## src/rtl/load_store_unit_if.sv

```systemverilog
// Data-memory request/response channel between the load/store unit and memory.
//   dmem_req_valid  : request valid (LSU -> mem)
//   dmem_req_ready  : memory accepts the request (mem -> LSU)
//   dmem_req_addr   : word-aligned address
//   dmem_req_we     : 1 = write
//   dmem_req_be     : byte enables
//   dmem_req_wdata  : lane-replicated store data
//   dmem_rsp_valid  : read data valid (mem -> LSU)
//   dmem_rsp_rdata  : read word
interface load_store_unit_if;
  logic        dmem_req_valid;
  logic        dmem_req_ready;
  logic [31:0] dmem_req_addr;
  logic        dmem_req_we;
  logic [3:0]  dmem_req_be;
  logic [31:0] dmem_req_wdata;
  logic        dmem_rsp_valid;
  logic [31:0] dmem_rsp_rdata;

  modport master (
    output dmem_req_valid,
    input  dmem_req_ready,
    output dmem_req_addr,
    output dmem_req_we,
    output dmem_req_be,
    output dmem_req_wdata,
    input  dmem_rsp_valid,
    input  dmem_rsp_rdata
  );

  modport slave (
    input  dmem_req_valid,
    output dmem_req_ready,
    input  dmem_req_addr,
    input  dmem_req_we,
    input  dmem_req_be,
    input  dmem_req_wdata,
    output dmem_rsp_valid,
    output dmem_rsp_rdata
  );
endinterface

```

## src/rtl/load_store_unit.sv

```systemverilog
// RV32I memory-access stage. Takes the ALU result as effective address, issues one
// data-memory request per load/store, aligns and extends load data, and stalls the
// upstream pipeline until the access completes, faults, or times out.
//   i_clk, i_reset       : clock, synchronous active-high reset
//   i_ex_*               : operation presented by the execute stage
//   o_stall              : hold upstream stages
//   o_wb_valid           : one-cycle completion pulse
//   o_wb_load_data       : extended load result (held until the next load completes)
//   o_misaligned         : one-cycle fault pulse (misaligned or reserved funct3)
//   o_bus_error          : one-cycle timeout pulse
//   dmem                 : request/response channel (master side)
module load_store_unit #(
  parameter int unsigned TIMEOUT_CYCLES = 255
) (
  input  logic              i_clk,
  input  logic              i_reset,
  input  logic              i_ex_valid,
  input  logic              i_ex_mem_read,
  input  logic              i_ex_mem_write,
  input  logic [2:0]        i_ex_funct3,
  input  logic [31:0]       i_ex_address,
  input  logic [31:0]       i_ex_store_data,
  output logic              o_stall,
  output logic              o_wb_valid,
  output logic [31:0]       o_wb_load_data,
  output logic              o_misaligned,
  output logic              o_bus_error,
  load_store_unit_if.master dmem
);

  // Counter only needs to hold 0 .. TIMEOUT_CYCLES-1.
  localparam int unsigned CntW = (TIMEOUT_CYCLES > 1) ? $clog2(TIMEOUT_CYCLES) : 1;
  localparam logic [CntW-1:0] CntLast = CntW'(TIMEOUT_CYCLES - 1);

  typedef enum logic [1:0] {StIdle, StReq, StWait, StDone} state_e;

  state_e          r_state;
  logic [31:0]     r_addr;
  logic [2:0]      r_funct3;
  logic            r_we;
  logic [3:0]      r_be;
  logic [31:0]     r_wdata;
  logic            r_req_valid;
  logic            r_wb_valid;
  logic [31:0]     r_wb_load_data;
  logic            r_misaligned;
  logic            r_bus_error;
  logic [CntW-1:0] r_cnt;

  logic        w_idle_op;
  logic        w_legal;
  logic        w_aligned;
  logic        w_accept;
  logic        w_fault;
  logic        w_timeout;
  logic [3:0]  w_be;
  logic [31:0] w_wdata;
  logic [7:0]  w_byte;
  logic [15:0] w_half;
  logic [31:0] w_load;

  always_comb begin
    w_idle_op = (r_state == StIdle) & i_ex_valid & (i_ex_mem_read | i_ex_mem_write);

    // Read wins when both read and write are set.
    if (i_ex_mem_read) begin
      w_legal = (i_ex_funct3[1:0] != 2'b11) & ~(i_ex_funct3[2] & i_ex_funct3[1]);
    end else begin
      w_legal = ~i_ex_funct3[2] & (i_ex_funct3[1:0] != 2'b11);
    end

    case (i_ex_funct3[1:0])
      2'b01:   w_aligned = ~i_ex_address[0];
      2'b10:   w_aligned = (i_ex_address[1:0] == 2'b00);
      default: w_aligned = 1'b1;
    endcase

    w_accept = w_idle_op & w_legal & w_aligned;
    w_fault  = w_idle_op & ~(w_legal & w_aligned);

    // Store formatting: replicate data across lanes, enable only the addressed bytes.
    w_be    = 4'b1111;
    w_wdata = 32'h0;
    if (!i_ex_mem_read) begin
      case (i_ex_funct3[1:0])
        2'b00: begin
          w_be    = 4'b0001 << i_ex_address[1:0];
          w_wdata = {4{i_ex_store_data[7:0]}};
        end
        2'b01: begin
          w_be    = i_ex_address[1] ? 4'b1100 : 4'b0011;
          w_wdata = {2{i_ex_store_data[15:0]}};
        end
        default: begin
          w_be    = 4'b1111;
          w_wdata = i_ex_store_data;
        end
      endcase
    end

    // Load extraction from the captured address/funct3.
    case (r_addr[1:0])
      2'b00:   w_byte = dmem.dmem_rsp_rdata[7:0];
      2'b01:   w_byte = dmem.dmem_rsp_rdata[15:8];
      2'b10:   w_byte = dmem.dmem_rsp_rdata[23:16];
      default: w_byte = dmem.dmem_rsp_rdata[31:24];
    endcase
    w_half = r_addr[1] ? dmem.dmem_rsp_rdata[31:16] : dmem.dmem_rsp_rdata[15:0];

    case (r_funct3)
      3'b000:  w_load = {{24{w_byte[7]}}, w_byte};
      3'b100:  w_load = {24'h0, w_byte};
      3'b001:  w_load = {{16{w_half[15]}}, w_half};
      3'b101:  w_load = {16'h0, w_half};
      default: w_load = dmem.dmem_rsp_rdata;
    endcase

    w_timeout = (TIMEOUT_CYCLES != 32'd0) && (r_cnt == CntLast);
  end

  always_ff @(posedge i_clk) begin
    if (i_reset) begin
      r_state        <= StIdle;
      r_addr         <= 32'h0;
      r_funct3       <= 3'b000;
      r_we           <= 1'b0;
      r_be           <= 4'b0000;
      r_wdata        <= 32'h0;
      r_req_valid    <= 1'b0;
      r_wb_valid     <= 1'b0;
      r_wb_load_data <= 32'h0;
      r_misaligned   <= 1'b0;
      r_bus_error    <= 1'b0;
      r_cnt          <= '0;
    end else begin
      r_misaligned <= w_fault;
      r_bus_error  <= 1'b0;
      r_wb_valid   <= 1'b0;
      case (r_state)
        StIdle: begin
          r_cnt <= '0;
          if (w_accept) begin
            r_addr      <= i_ex_address;
            r_funct3    <= i_ex_funct3;
            r_we        <= ~i_ex_mem_read;
            r_be        <= w_be;
            r_wdata     <= w_wdata;
            r_req_valid <= 1'b1;
            r_state     <= StReq;
          end
        end
        StReq: begin
          // A handshake in the same cycle as the timeout still completes the access.
          if (dmem.dmem_req_ready) begin
            r_req_valid <= 1'b0;
            if (r_we) begin
              r_state    <= StDone;
              r_wb_valid <= 1'b1;
              r_cnt      <= '0;
            end else begin
              r_state <= StWait;
              // Saturate so the first idle WAIT cycle times out instead of wrapping.
              if (!w_timeout) r_cnt <= r_cnt + CntW'(1);
            end
          end else if (w_timeout) begin
            r_req_valid <= 1'b0;
            r_bus_error <= 1'b1;
            r_state     <= StIdle;
            r_cnt       <= '0;
          end else begin
            r_cnt <= r_cnt + CntW'(1);
          end
        end
        StWait: begin
          if (dmem.dmem_rsp_valid) begin
            r_wb_load_data <= w_load;
            r_wb_valid     <= 1'b1;
            r_state        <= StDone;
            r_cnt          <= '0;
          end else if (w_timeout) begin
            r_bus_error <= 1'b1;
            r_state     <= StIdle;
            r_cnt       <= '0;
          end else begin
            r_cnt <= r_cnt + CntW'(1);
          end
        end
        StDone: begin
          // The op still presented upstream this cycle is the one just completed.
          r_state <= StIdle;
        end
        default: r_state <= StIdle;
      endcase
    end
  end

  // Combinational so upstream already holds during the accept cycle.
  assign o_stall = ~i_reset & (w_accept | (r_state == StReq) | (r_state == StWait));

  assign o_wb_valid          = r_wb_valid;
  assign o_wb_load_data      = r_wb_load_data;
  assign o_misaligned        = r_misaligned;
  assign o_bus_error         = r_bus_error;
  assign dmem.dmem_req_valid = r_req_valid;
  assign dmem.dmem_req_addr  = {r_addr[31:2], 2'b00};
  assign dmem.dmem_req_we    = r_we;
  assign dmem.dmem_req_be    = r_be;
  assign dmem.dmem_req_wdata = r_wdata;

endmodule

```

## src/flat_wrapper.sv

```systemverilog
// flat-port wrapper written by rule: the top's interface ports become plain ports
module load_store_unit_flat 
#(
  parameter int unsigned TIMEOUT_CYCLES = 255
)
  (i_clk, i_reset, i_ex_valid, i_ex_mem_read, i_ex_mem_write, i_ex_funct3, i_ex_address, i_ex_store_data, o_stall, o_wb_valid, o_wb_load_data, o_misaligned, o_bus_error, dmem_dmem_req_valid, dmem_dmem_req_ready, dmem_dmem_req_addr, dmem_dmem_req_we, dmem_dmem_req_be, dmem_dmem_req_wdata, dmem_dmem_rsp_valid, dmem_dmem_rsp_rdata);
  load_store_unit_if dmem_i ();
  input  logic i_clk;
  input  logic i_reset;
  input  logic i_ex_valid;
  input  logic i_ex_mem_read;
  input  logic i_ex_mem_write;
  input  logic [2:0] i_ex_funct3;
  input  logic [31:0] i_ex_address;
  input  logic [31:0] i_ex_store_data;
  output logic o_stall;
  output logic o_wb_valid;
  output logic [31:0] o_wb_load_data;
  output logic o_misaligned;
  output logic o_bus_error;
  output wire logic [$bits(dmem_i.dmem_req_valid)-1:0] dmem_dmem_req_valid;
  input wire logic [$bits(dmem_i.dmem_req_ready)-1:0] dmem_dmem_req_ready;
  output wire logic [$bits(dmem_i.dmem_req_addr)-1:0] dmem_dmem_req_addr;
  output wire logic [$bits(dmem_i.dmem_req_we)-1:0] dmem_dmem_req_we;
  output wire logic [$bits(dmem_i.dmem_req_be)-1:0] dmem_dmem_req_be;
  output wire logic [$bits(dmem_i.dmem_req_wdata)-1:0] dmem_dmem_req_wdata;
  input wire logic [$bits(dmem_i.dmem_rsp_valid)-1:0] dmem_dmem_rsp_valid;
  input wire logic [$bits(dmem_i.dmem_rsp_rdata)-1:0] dmem_dmem_rsp_rdata;
  assign dmem_dmem_req_valid = dmem_i.dmem_req_valid;
  assign dmem_i.dmem_req_ready = dmem_dmem_req_ready;
  assign dmem_dmem_req_addr = dmem_i.dmem_req_addr;
  assign dmem_dmem_req_we = dmem_i.dmem_req_we;
  assign dmem_dmem_req_be = dmem_i.dmem_req_be;
  assign dmem_dmem_req_wdata = dmem_i.dmem_req_wdata;
  assign dmem_i.dmem_rsp_valid = dmem_dmem_rsp_valid;
  assign dmem_i.dmem_rsp_rdata = dmem_dmem_rsp_rdata;
  load_store_unit #(.TIMEOUT_CYCLES(TIMEOUT_CYCLES)) u_core (.i_clk(i_clk), .i_reset(i_reset), .i_ex_valid(i_ex_valid), .i_ex_mem_read(i_ex_mem_read), .i_ex_mem_write(i_ex_mem_write), .i_ex_funct3(i_ex_funct3), .i_ex_address(i_ex_address), .i_ex_store_data(i_ex_store_data), .o_stall(o_stall), .o_wb_valid(o_wb_valid), .o_wb_load_data(o_wb_load_data), .o_misaligned(o_misaligned), .o_bus_error(o_bus_error), .dmem(dmem_i));
endmodule
```

## config.mk

```make
export PLATFORM = sky130hd
export DESIGN_NAME = load_store_unit_flat
export DESIGN_NICKNAME = d
export VERILOG_FILES = /design/src/rtl/load_store_unit_if.sv /design/src/rtl/load_store_unit.sv /design/src/flat_wrapper.sv
export SDC_FILE = /design/constraint.sdc
export NUM_CORES = 1
export LEC_CHECK = 0
export ABC_AREA = 1
export ABC_CLOCK_PERIOD_IN_PS = 2900
export BUFFER_PORTS_ARGS = -buffer_cell sky130_fd_sc_hd__buf_2
export CORE_MARGIN = 5
export CORE_UTILIZATION = 35
export CTS_CLUSTER_SIZE = 14
export DETAILED_ROUTE_END_ITERATION = 7
export SYNTH_ARGS = -nofsm -noshare
export SYNTH_HDL_FRONTEND = slang
export SYNTH_SLANG_ARGS = --single-unit
```

## constraint.sdc

```tcl
create_clock -name i_clk -period 2.9 [get_ports i_clk]
set_input_delay 0.58 -clock i_clk [delete_from_list [all_inputs] [get_ports i_clk]]
set_output_delay 0.58 -clock i_clk [all_outputs]
set_load 0.02 [all_outputs]
```

==> results by group, run 1 <==
Worst setup path
  – Crit path required time: 2.32 ns
  – Critical path arrival: 1.94 ns
  – Critical-path cell list: inv_1 > ha_1 > nand2_1 > clkinv_1 > o21ai_0 > nor2_1 > nand2_2 > nand3_1 > nand2_1 > inv_1 > buf_2
  – Worst path bufs/invs: 4
  – Startpoint Class: flop
  – Peak per-stage delay on the critical path: about 0.37 ns
  – Reg2reg path depth: 9
  – Slowest cell on crit path: dfxtp_1
  – Cell depth of the worst setup path: 11
  – Worst Setup Path Type: flop to primary output
  – CP endpoint kind: primary output
  – CP Max Fanout: 5
  – Top Family by Delay on Critical Path: simple AND/OR/NAND/NOR gates

STA
  – Tcrit/Tclk final: between 80 and 90%
  – Final setup fails: 0
  – Clock Skew: 0.006124 ns
  – Max-slew violations: 0
  – Fin. Hold Viols: 0
  – Fin Setup TNS: 0 ns
  – Min cycle time layout: 2.517 ns
  – Highest Clock Rate: 0.3974 GHz
  – Worst-Margin Slew: 0.7199 ns
  – Slew Limit Headroom: between 50% and 60%
  – RSZ-0062 raised after global routing: no
  – Final WS setup: 0.3835 ns

Power
  – Worst vdd ir: roughly 0.44 mV
  – Pint: 0.003395 W
  – Logic gate share of total power: around 14%
  – P per Cell Area: 625.0 nW/um^2
  – Sequential Power Share: 37.2%
  – Leak: 3.574 nW
  – Clock group share of total power: between 40% and 50%
  – Psw: 0.001232 W
  – Switching Fraction: a little over a quarter

Finish
  – Layout Cells excl Fill: 1241
  – Area delta synth->final: 28.07%
  – Layout Nets: 1124
  – Filler instances: 1761
  – Final instance area: 7403 sq um
  – Final Util: 45.12%
  – Fraction of layout cells with a size suffix above 1: 26.76%

Clocking
  – Cts bufs inserted: 17
  – Worst skew pair latency: 0.41 ns
  – Max clock buf depth: 2
  – Postcts setup bufs: 0
  – H-Tree Level Count: 4
  – Clock Sinks: 118
  – Clk root buf: clkbuf_16
  – Post-CTS sizing: 0
  – Worst-path clk slew: roughly 0.060 ns
  – CTS tree: done
  – Cts hold-fix bufs: 0

GRT
  – Initial antenna violation count: 1
  – Gr usage total: 17.85%
  – Vias in the first global route: 5495
  – First-pass GRT wire length: 27970 um
  – Grt ovf: 0
  – Pin count of the biggest net entering global routing: a little over 60

Logic synthesis
  – Post-synth EDFFs: 0
  – Avg Cell Area, Syn: around 6.9 sq um
  – Post-Syn Area: 5781 sq um
  – Main combinational cell family by area after synthesis: simple AND/OR/NAND/NOR gates
  – Synth cell count leaders: nand2_1 (174), nor2_1 (146), dfxtp_1 (118)
  – Simple-gate area share of the yosys netlist: 24.83%
  – Mux cell area share after synthesis: 1.558%
  – Adder-Cell Fraction of Synth Area: approximately 2.4%
  – Top-area cell type share of the netlist area: a little over 40%
  – Largest area contributor in the netlist: dfxtp_1
  – Post-Synthesis Cells: 841
  – Ys async rst share: 0%
  – Yosys Warn Count: 0
  – Sequential area share after synthesis: ~40%
  – Largest cells by area after synthesis: dfxtp_1 (41%), nand2_1 (11%), nor2_1 (9.5%)
  – Prevailing post-synth register cell: dfxtp_1
  – #FFs+latches synth: 118
  – Number of distinct library cells after synthesis: 37
  – Compound-gate portion of the synthesized area: 17.36%
  – XOR/XNOR Fraction of Synth Area: less than 1%
  – Most common cell in the netlist: nand2_1

Place
  – DP Area: just under 7000 sq um
  – Hpwl dp: 12690 um
  – Routability cong.: 0.8235
  – Pre-CTS setup slack: around 0.67 ns
  – Placed Instances: 1208
  – PortBufs: 209

Routing
  – Total length of routed wires: 17550 um
  – Routed WL per cell: between 10 and 15 um
  – Iter 0 DRT Violations: 255
  – Vias/cell: 4.592
  – DRC: 0
  – ANT nets after route: 0
  – Routed via count: 5699
  – DR pass1 iterations: 4

Run
  – Max-cap violation count: 0

Floorplan
  – I/O pin cnt: about 210
  – Starting Density: 35.23%
  – Cell Rows: 47
  – Die area: 19190 sq um
  – Die W: 138.5 um
  – Core area: 16410 sq um
  – Die height: 138.5 um

Worst hold path
  – Worst hold path class: primary input to flop
  – Hold path depth: 3

Status
  – Status: completed
worst paths after layout:
check,startpoint,endpoint,slack [ns]
min reg2reg,u_core.dmem.dmem_req_wdata[3],u_core.dmem.dmem_req_wdata[3],0.46
min,i_ex_address[15],u_core.r_addr[15],0.42
max reg2reg,u_core.r_state[0],u_core.o_wb_load_data[25],0.71
max,u_core.r_state[0],o_stall,0.38
stage by stage:
stage / hold slack, ns / total power, W
2_1_floorplan: 0.4563 / 0.002209
3_3_place_gp: 0.4513 / 0.002400
3_5_place_dp: 0.4572 / 0.002398
4_1_cts: 0.3979 / 0.004687
5_1_grt: 0.4136 / 0.004825
6_report: 0.4154 / 0.004627
flip-flops by register name, summed over array words and instances, names as in the netlist:
signal and count:
u_core.dmem.dmem_req_valid 1, u_core.dmem.dmem_req_wdata 32, u_core.o_wb_load_data 32, u_core.dmem.dmem_req_we 1
u_core.r_state 2, u_core.o_misaligned 1, u_core.r_funct3 3, u_core.o_wb_valid 1
u_core.o_bus_error 1, u_core.dmem.dmem_req_be 4, u_core.r_addr 32, u_core.r_cnt 8
power groups by stage:
stage,clock [W],combinational (W),sequential [W]
finish,0.00227,0.000639,0.00172
global route,0.00239,0.000711,0.00173
CTS,0.00232,0.000645,0.00172
detailed placement,0,0.000643,0.00176
global placement,0,0.000645,0.00175
floorplan,0,0.000436,0.00177
cell type report:
| type | count | area (sq um) | share of cell area, % |
|---|---|---|---|
| inverter | 67 | 251.5 | 3.397 |
| multi-input combinational | 577 | 2691 | 36.35 |
| sequential | 118 | 2362 | 31.91 |
| clock buffer | 21 | 460.4 | 6.219 |
| antenna | 1 | 2.502 | 0.03380 |
| timing repair buffer | 226 | 1186 | 16.02 |
| clock inverter | 11 | 173.9 | 2.349 |
| tap | 220 | 275.3 | 3.718 |
layer usage:
metal | global-route usage (%) | vias to the layer above | wire [um]
li1 | - | 2997 | -
met1 | 21.42 | 2535 | 7607
met2 | 30.16 | 151 | 8446
met3 | 6.388 | 16 | 1272
met4 | 5.200 | 0 | 218
met5 | 0 | - | 0
layout by cell type, fill, tap and decap left out, types with 2 or more instances in the layout:
master and instances:
clkinv_4 3, o211ai_1 8, buf_4 16, nand2_1 174, nor3_1 18, xor2_1 2, or2_2 2, ha_1 11
mux2_2 8, inv_1 63, conb_1 2, buf_2 209, o21ai_0 90, dfxtp_1 118, o21ai_1 9, clkinvlp_4 3
inv_2 2, clkbuf_16 17, clkinv_1 2, bufinv_16 4, clkbuf_8 2, nand3_1 15, a21oi_1 76, nand2_2 2
clkbuf_1 2, nor2_1 146
worst reg2reg max path, cell delays in order, from the launching register on:
cell,delay (ns)
dfxtp_1,0.37
inv_1,0.10
ha_1,0.24
nand2_1,0.36
inv_1,0.41
buf_4,0.31
nor2_1,0.10
nor2_1,0.04
o21ai_1,0.11
inv_1,0.05
logic make-up after synthesis:
logic type | after synthesis
buffers and inverters | 147
and+or+nand+nor | 362
DFF | 118
adders and majority gates | 11
AOI/OAI and AO/OA | 192
other | 1
muxes | 8
xor gates and xnor gates | 2
Power figures use the tool's default switching activity.
==> run 2, diff against run 1 <==
--- a/config.mk
+++ b/config.mk
@@ -11,4 +11,5 @@
 export CORE_MARGIN = 5
 export CORE_UTILIZATION = 35
+export CTS_CLUSTER_DIAMETER = 100
 export CTS_CLUSTER_SIZE = 14
 export DETAILED_ROUTE_END_ITERATION = 7
==> constraint.sdc (replaced) <==
create_clock -name i_clk -period 2.9 [get_ports i_clk]
set_input_delay 0.145 -clock i_clk [delete_from_list [all_inputs] [get_ports i_clk]]
set_output_delay 0.145 -clock i_clk [all_outputs]
set_load 0.02 [all_outputs]
==> results by group, run 2 (synthesized netlist as in run 1, its figures left out) <==
Routing
  – Iter 0 DRT Violations: 295 (was 255)
  – DRC: 0 (unchanged)
  – DR pass1 iterations: 7 (was 4)
  – ANT nets after route: 0 (unchanged)
  – Routed via count: 5858 (was 5699)
  – Routed WL per cell: 13.98 um (was 14.14 um)
  – Total length of routed wires: 17600 um (was 17550 um)
  – Vias/cell: 4.653 (was 4.592)

Worst setup path
  – Critical path arrival: 2.23 ns (was 1.94 ns)
  – Peak per-stage delay on the critical path: 0.39 ns (was 0.37 ns)
  – CP endpoint kind: primary output (unchanged)
  – Worst path bufs/invs: 4 (unchanged)
  – Top Family by Delay on Critical Path: simple AND/OR/NAND/NOR gates (unchanged)
  – CP Max Fanout: 26 (was 5)
  – Startpoint Class: flop (unchanged)
  – Critical-path cell list: inv_1 > ha_1 > nand2_1 > clkinv_1 > o21ai_0 > nor2_1 > nand2_2 > nand3_1 > nand2_1 > inv_1 > buf_2 (unchanged)
  – Slowest cell on crit path: dfxtp_1 (unchanged)
  – Crit path required time: 2.76 ns (was 2.32 ns)
  – Worst Setup Path Type: flop to primary output (unchanged)

Clocking
  – CTS tree: done (unchanged)
  – Worst skew pair latency: 0.41 ns (about the same)
  – Max clock buf depth: 2 (unchanged)
  – Worst-path clk slew: 0.06 ns (about the same)
  – Clk root buf: clkbuf_16 (unchanged)
  – Cts bufs inserted: 17 (unchanged)
  – Clock Sinks: 118 (unchanged)
  – H-Tree Level Count: 4 (unchanged)

Floorplan
  – Die W: 138.5 um (unchanged)
  – Die height: 138.5 um (unchanged)
  – I/O pin cnt: 212 (unchanged)
  – Cell Rows: 47 (unchanged)
  – Starting Density: 35.23% (unchanged)
  – Core area: 16410 sq um (unchanged)
  – Die area: 19190 sq um (unchanged)

Run
  – Max-cap violation count: 0 (unchanged)

Power
  – Worst vdd ir: 0.4115 mV (was 0.4391 mV)
  – Switching Fraction: 25.41% (was 26.62%)
  – Sequential Power Share: 35.9% (was 37.2%)
  – P per Cell Area: 627.6 nW/um^2 (was 625.0 nW/um^2)
  – Logic gate share of total power: 13.8% (about the same)
  – Pint: 0.003581 W (was 0.003395 W)
  – Clock group share of total power: 50.3% (was 49.0%)
  – Psw: 0.001220 W (was 0.001232 W)
  – Leak: 3.678 nW (was 3.574 nW)

GRT
  – Pin count of the biggest net entering global routing: 61 (unchanged)
  – Grt met2 use: 31.50% (was 30.16%)
  – Busiest grt layer: met2 (unchanged)
  – Initial antenna violation count: 0 (was 1)
  – Met3 GRT Util: 6.423% (was 6.388%)
  – Grt ovf: 0 (unchanged)
  – Met1 Use GR: 22.32% (was 21.42%)
  – First-pass GRT wire length: 29260 um (was 27970 um)
  – Gr usage total: 18.47% (was 17.85%)
  – Vias in the first global route: 5834 (was 5495)

STA
  – Fin. Hold Viols: 0 (unchanged)
  – Max-slew violations: 0 (unchanged)
  – Final WS setup: 0.5236 ns (was 0.3835 ns)
  – Min cycle time layout: 2.376 ns (was 2.517 ns)
  – Final setup fails: 0 (unchanged)
  – Fin Setup TNS: 0 ns (unchanged)
  – Worst hold slack: 0.005418 ns (was 0.4154 ns)
  – Clock Skew: 0.006911 ns (was 0.006124 ns)
  – Highest Clock Rate: 0.4208 GHz (was 0.3974 GHz)
  – Worst-Margin Slew: 0.6989 ns (was 0.7199 ns)
  – Tcrit/Tclk final: 81.95% (was 86.78%)
  – RSZ-0062 raised after global routing: no (unchanged)
  – Slew Limit Headroom: 53.40% (was 52.01%)

Place
  – Hpwl dp: 12530 um (was 12690 um)
  – PortBufs: 209 (unchanged)
  – Placed Instances: 1202 (was 1208)
  – Routability cong.: 0.8710 (was 0.8235)
  – Pre-CTS setup slack: 0.6656 ns (was 0.6652 ns)

Finish
  – Filler instances: 1704 (was 1761)
  – Most frequent cells in the layout: buf_2 (209), nand2_1 (174), nor2_1 (146), dfxtp_1 (118), o21ai_0 (90) (unchanged)
  – Most common cell after layout, fill and taps aside: buf_2 (unchanged)
  – Number of diodes: 0 (was 1)
  – Area delta synth->final: 32.36% (was 28.07%)
  – Final Util: 46.63% (was 45.12%)
  – Sequential cell area: 2362 sq um (unchanged)
  – Fraction of layout cells with a size suffix above 1: 25.89% (was 26.76%)
  – Layout Nets: 1143 (was 1124)
  – Layout Cells excl Fill: 1259 (was 1241)
  – Multi-input logic area: 2691 sq um (unchanged)

Worst hold path
  – Worst hold path class: primary input to flop (unchanged)

Status
  – Status: completed (unchanged)
run 2: cell types whose count changed in the layout (fill, tap and decap cells not counted), sizes merged:
cell and change:
diode -1, clkbuf -2, buf -6, dlygate4sd3 +25, bufinv +2
run 2: path summary, 6_finish.rpt:
kind	cells after the start	endpoint	start	slack, ns
worst min register to register	2	u_core.dmem.dmem_req_wdata[28]	u_core.dmem.dmem_req_wdata[28]	0.46
worst min-delay path	3	u_core.r_addr[24]	i_ex_address[24]	0.005
worst max-delay path	11	o_stall	u_core.r_state[0]	0.52
worst max register to register	11	u_core.dmem.dmem_req_wdata[1]	u_core.r_state[0]	0.64
run 2: stage by stage:
stage          area [sq um]  total power, W
3_3_place_gp           6721        0.002393
5_1_grt                7651        0.005021
4_1_cts                7651        0.004858
6_report               7651        0.004801
3_5_place_dp           6721        0.002398
2_1_floorplan          5784        0.002209
run 2: metal layers:
metal	part of all wire (%)	wire (um)	vias up
li1	-	-	3032
met1	43	7524	2652
met2	49	8603	160
met3	7.2	1274	14
met4	1.1	195	0
met5	0	0	-
run 2: power groups by stage:
stage | Clock [W] | Combinational, W | Sequential (W)
after floorplan | 0 | 0.000436 | 0.00177
after global placement | 0 | 0.000638 | 0.00176
after detailed placement | 0 | 0.000641 | 0.00176
after CTS | 0.00247 | 0.000669 | 0.00172
after global routing | 0.00255 | 0.000744 | 0.00173
final | 0.00242 | 0.000663 | 0.00172
run 2: repair_timing:
| item | in CTS | in global routing |
|---|---|---|
| endpoints found under the hold margin | 25 | 0 |
| endpoints found under the setup margin | 0 | 0 |
| resized for setup | 0 | 0 |
| hold buffers | 25 | 0 |
| buffers inserted | 0 | 0 |
run 2: worst min-delay path, delay by kind of cell:
kind            cells  cell delay, ns
buf+inv             1            0.08
compound gates      1            0.08
simple gates        1            0.08
run 2: layout make-up:
cell class / count / share of cell area (%)
clock buffers: 19 / 5.920
clock inverters: 13 / 2.960
inverters: 67 / 3.287
multi-input cells: 577 / 35.18
flip-flops and latches: 118 / 30.87
well taps: 220 / 3.598
repair buffers: 245 / 18.18
==> run 3, diff against run 2 <==
Settings changed: ABC_AREA 1 to 0, ABC_CLOCK_PERIOD_IN_PS 2900 to 2400.
Clock period 2.9 ns to 2.4 ns, I/O delays scaled along.
==> results by group, run 3 <==
Power
  – Switching Fraction: 23.98% (was 25.41%)
  – Logic gate share of total power: 12.4% (was 13.8%)
  – Worst vdd ir: 0.5078 mV (was 0.4115 mV)
  – Clock group share of total power: 51.4% (was 50.3%)
  – Sequential Power Share: 36.2% (was 35.9%)
  – Leak: 3.327 nW (was 3.678 nW)
  – Psw: 0.001360 W (was 0.001220 W)
  – Pint: 0.004312 W (was 0.003581 W)
  – Total power: 0.005672 W (was 0.004801 W)
  – P per Cell Area: 727.3 nW/um^2 (was 627.6 nW/um^2)

Floorplan
  – Die area: 18270 sq um (was 19190 sq um)
  – Cell Rows: 45 (was 47)
  – Core area: 15260 sq um (was 16410 sq um)
  – Starting Density: 35.93% (was 35.23%)
  – Die W: 135.2 um (was 138.5 um)
  – Die height: 135.2 um (was 138.5 um)
  – I/O pin cnt: 212 (unchanged)

Routing
  – Total length of routed wires: 17650 um (was 17600 um)
  – Top Metal Used: met5 (was met4)
  – Length of routed met2 wiring: 8175 um (was 8603 um)
  – Met3 routed WL: 1665 um (was 1274 um)
  – Routed WL per cell: 15.48 um (was 13.98 um)
  – DRC: 0 (unchanged)
  – Iter 0 DRT Violations: 294 (was 295)
  – Metal-1 WL: 7527 um (was 7524 um)
  – ANT nets after route: 0 (unchanged)
  – Vias/cell: 4.915 (was 4.653)
  – DR pass1 iterations: 4 (was 7)
  – Routed via count: 5603 (was 5858)

Worst setup path
  – Reg2reg path depth: 7 (was 11)
  – CP Max Fanout: 4 (was 26)
  – Reg2Reg Launch Point: u_core.r_state[0] (unchanged)
  – Reg2reg end: u_core.dmem.dmem_req_wdata[21] (was u_core.dmem.dmem_req_wdata[1])
  – Crit path required time: 2.28 ns (was 2.76 ns)
  – Cell depth of the worst setup path: 9 (was 11)
  – Top Family by Delay on Critical Path: buffers and inverters (was simple AND/OR/NAND/NOR gates)
  – Peak per-stage delay on the critical path: 0.55 ns (was 0.39 ns)
  – Worst Setup Path Type: primary input to primary output (was flop to primary output)
  – CP most frequent cell: inv_1
  – CP endpoint kind: primary output (unchanged)
  – Startpoint Class: primary input (was flop)
  – Critical path arrival: 2.18 ns (was 2.23 ns)
  – Critical-path cell list: dlygate4sd3_1 > buf_2 > inv_1 > ha_1 > inv_1 > a221oi_2 > or4_4 > a21oi_2 > buf_4 (was inv_1 > ha_1 > nand2_1 > clkinv_1 > o21ai_0 > nor2_1 > nand2_2 > nand3_1 > nand2_1 > inv_1 > buf_2)
  – Worst path bufs/invs: 5 (was 4)
  – Slowest cell on crit path: dlygate4sd3_1 (was dfxtp_1)
  – Reg2reg setup slack: 0.34 ns (was 0.64 ns)

Logic synthesis
  – XOR/XNOR Fraction of Synth Area: 0.4792% (was 0.3030%)
  – Post-Syn Area: 5483 sq um (was 5781 sq um)
  – Yosys Warn Count: 0 (unchanged)
  – Adder-Cell Fraction of Synth Area: 2.510% (was 2.381%)
  – Top-area cell type share of the netlist area: 43.09% (was 40.87%)
  – Most common cell in the netlist: nand2_1 (unchanged)
  – Avg Cell Area, Syn: 7.912 sq um (was 6.873 sq um)
  – Largest area contributor in the netlist: dfxtp_1 (unchanged)
  – Post-synth EDFFs: 0 (unchanged)
  – Simple-gate area share of the yosys netlist: 19.33% (was 24.83%)
  – Sequential area share after synthesis: 43.09% (was 40.87%)
  – #FFs+latches synth: 118 (unchanged)
  – Post-Synthesis Cells: 693 (was 841)
  – Largest cells by area after synthesis: dfxtp_1 (43%), nand2_1 (11%), a21oi_1 (10%) (was dfxtp_1 (41%), nand2_1 (11%), nor2_1 (9.5%))
  – Ys async rst share: 0% (unchanged)
  – Compound-gate portion of the synthesized area: 23.60% (was 17.36%)
  – Mux cell area share after synthesis: 2.054% (was 1.558%)
  – Number of distinct library cells after synthesis: 50 (was 37)
  – Synth cell count leaders: nand2_1 (156), dfxtp_1 (118), a21oi_1 (113) (was nand2_1 (174), nor2_1 (146), dfxtp_1 (118))
  – Prevailing post-synth register cell: dfxtp_1 (unchanged)
  – Main combinational cell family by area after synthesis: compound AO/OA/AOI/OAI gates (was simple AND/OR/NAND/NOR gates)

Finish
  – Most frequent cells in the layout: buf_2 (207), nand2_1 (156), dfxtp_1 (118), a21oi_1 (112), dlygate4sd3_1 (59) (was buf_2 (209), nand2_1 (174), nor2_1 (146), dfxtp_1 (118), o21ai_0 (90))
  – Area delta synth->final: 42.24% (was 32.36%)
  – Fraction of layout cells with a size suffix above 1: 29.49% (was 25.89%)
  – Most common cell after layout, fill and taps aside: buf_2 (unchanged)
  – Number of diodes: 0 (unchanged)
  – Final Util: 51.11% (was 46.63%)
  – Filler instances: 1510 (was 1704)
  – Layout Nets: 1033 (was 1143)

STA
  – Tcrit/Tclk final: 95.69%
  – Worst-Margin Slew: 0.7254 ns (was 0.6989 ns)
  – Final setup fails: 0 (unchanged)
  – Highest Clock Rate: 0.4354 GHz
  – Clock Skew: 0.006014 ns (was 0.006911 ns)
  – Fin Setup TNS: 0 ns (unchanged)
  – Min cycle time layout: ~2.3 ns
  – Max-slew violations: 0 (unchanged)
  – RSZ-0062 raised after global routing: no (unchanged)
  – Slew Limit Headroom: 51.01% (was 53.40%)
  – Worst hold slack: 0.02337 ns (was 0.005418 ns)
  – Final WS setup: 0.1034 ns (was 0.5236 ns)
  – Fin. Hold Viols: 0 (unchanged)

Clocking
  – CTS tree: done (unchanged)
  – Worst skew pair latency: 0.41 ns (about the same)
  – Max clock buf depth: 2 (unchanged)
  – Clk root buf: clkbuf_16 (unchanged)
  – Cts bufs inserted: 17 (unchanged)
  – H-Tree Level Count: 4 (unchanged)
  – Clock Sinks: 118 (unchanged)
  – Worst-path clk slew: 0.05 ns (was 0.06 ns)

Worst hold path
  – Worst hold start: dmem_dmem_rsp_rdata[1] (was i_ex_address[24])
  – Hold Path Sink: u_core.o_wb_load_data[1] (was u_core.r_addr[24])
  – Worst hold path class: primary input to flop (unchanged)
  – Hold path depth: 3 (unchanged)

GRT
  – Vias in the first global route: 5287 (was 5834)
  – Grt ovf: 0 (unchanged)
  – Gr usage total: 18.78% (was 18.47%)
  – First-pass GRT wire length: 27350 um (was 29260 um)
  – Pin count of the biggest net entering global routing: 57 (was 61)
  – Initial antenna violation count: 1 (was 0)

Place
  – Routability cong.: 0.8095 (was 0.8710)
  – PortBufs: 209 (unchanged)
  – Pre-CTS setup slack: 0.2028 ns (was 0.6656 ns)
  – Hpwl dp: 12300 um (was 12530 um)

Run
  – Max-cap violation count: 0 (unchanged)

Status
  – Status: completed (unchanged)
-- run 3: cell types whose count changed after synthesis, sizes merged, moves of 12 or more --
cell    delta
nor3      -15
o21ai     -63
nor2     -118
o211ai    +12
nand2     -20
nand3b    +16
inv       -55
a211oi    +12
a21oi     +37
-- run 3: power groups by stage --
| stage | Clock, W | Combinational (W) | Sequential [W] |
|---|---|---|---|
| global route | 0.00307 | 0.000773 | 0.00206 |
| detailed placement | 0 | 0.000622 | 0.00210 |
| global placement | 0 | 0.000621 | 0.00209 |
| CTS | 0.00297 | 0.000704 | 0.00205 |
| floorplan | 0 | 0.000368 | 0.00212 |
| finish | 0.00292 | 0.000703 | 0.00205 |
-- run 3: kinds of logic after synthesis --
family                   after synthesis
AND/OR/NAND/NOR                      239
AO/OA/AOI/OAI                        219
multiplexers                           9
adder cells (fa/ha/maj)               11
other                                  1
XOR/XNOR                               3
buffers and inverters                 93
flip-flops                           118
-- run 3: tightest hold or removal path, cell delays in order --
cell and delay [ns]:
buf_2 0.08, a21oi_1 0.06, a21oi_1 0.13
-- run 3: per-stage QoR --
stage                     area (sq um)  std cells
after CTS                         7796       1140
final                             7799       1140
after global routing              7799       1140
after floorplan                   5487        694
after detailed placement          6520       1049
after global placement            6520       1049
-- run 3: layout make-up --
class	instances	area, sq um	area share, %
inverter	10	37.54	0.4813
sequential	118	2362	30.29
multi-input combinational	483	2654	34.03
timing repair buffer	286	1802	23.10
clock buffer	19	452.9	5.808
tap	211	264.0	3.385
clock inverter	13	226.5	2.904
-- run 3: repair_timing --
item / 4_1_cts / 5_1_grt
endpoints found under the hold margin: 59 / 0
setup endpoints to repair: 1 / 1
buffers inserted: 0 / 0
gates resized for setup: 2 / 1
hold buffers: 59 / 0
-- run 3: metal layers --
| layer | track usage, % | up-vias |
|---|---|---|
| met5 | 0 | - |
| met4 | 6.215 | 2 |
| met3 | 6.464 | 19 |
| met2 | 30.12 | 196 |
| met1 | 23.70 | 2573 |
| li1 | - | 2813 |
-- run 3: how the worst max path moves through the flow --
stage	start	end	slack, ns
after CTS	i_ex_funct3[1]	o_stall	0.05
after global routing	i_ex_funct3[0]	o_stall	0.02
final	i_ex_funct3[1]	o_stall	0.10
after detailed placement	u_core.r_state[0]	u_core.dmem.dmem_req_wdata[17]	0.20
after floorplan	u_core.r_state[1]	o_stall	0.20
after global placement	u_core.r_state[1]	u_core.dmem.dmem_req_wdata[23]	0.22
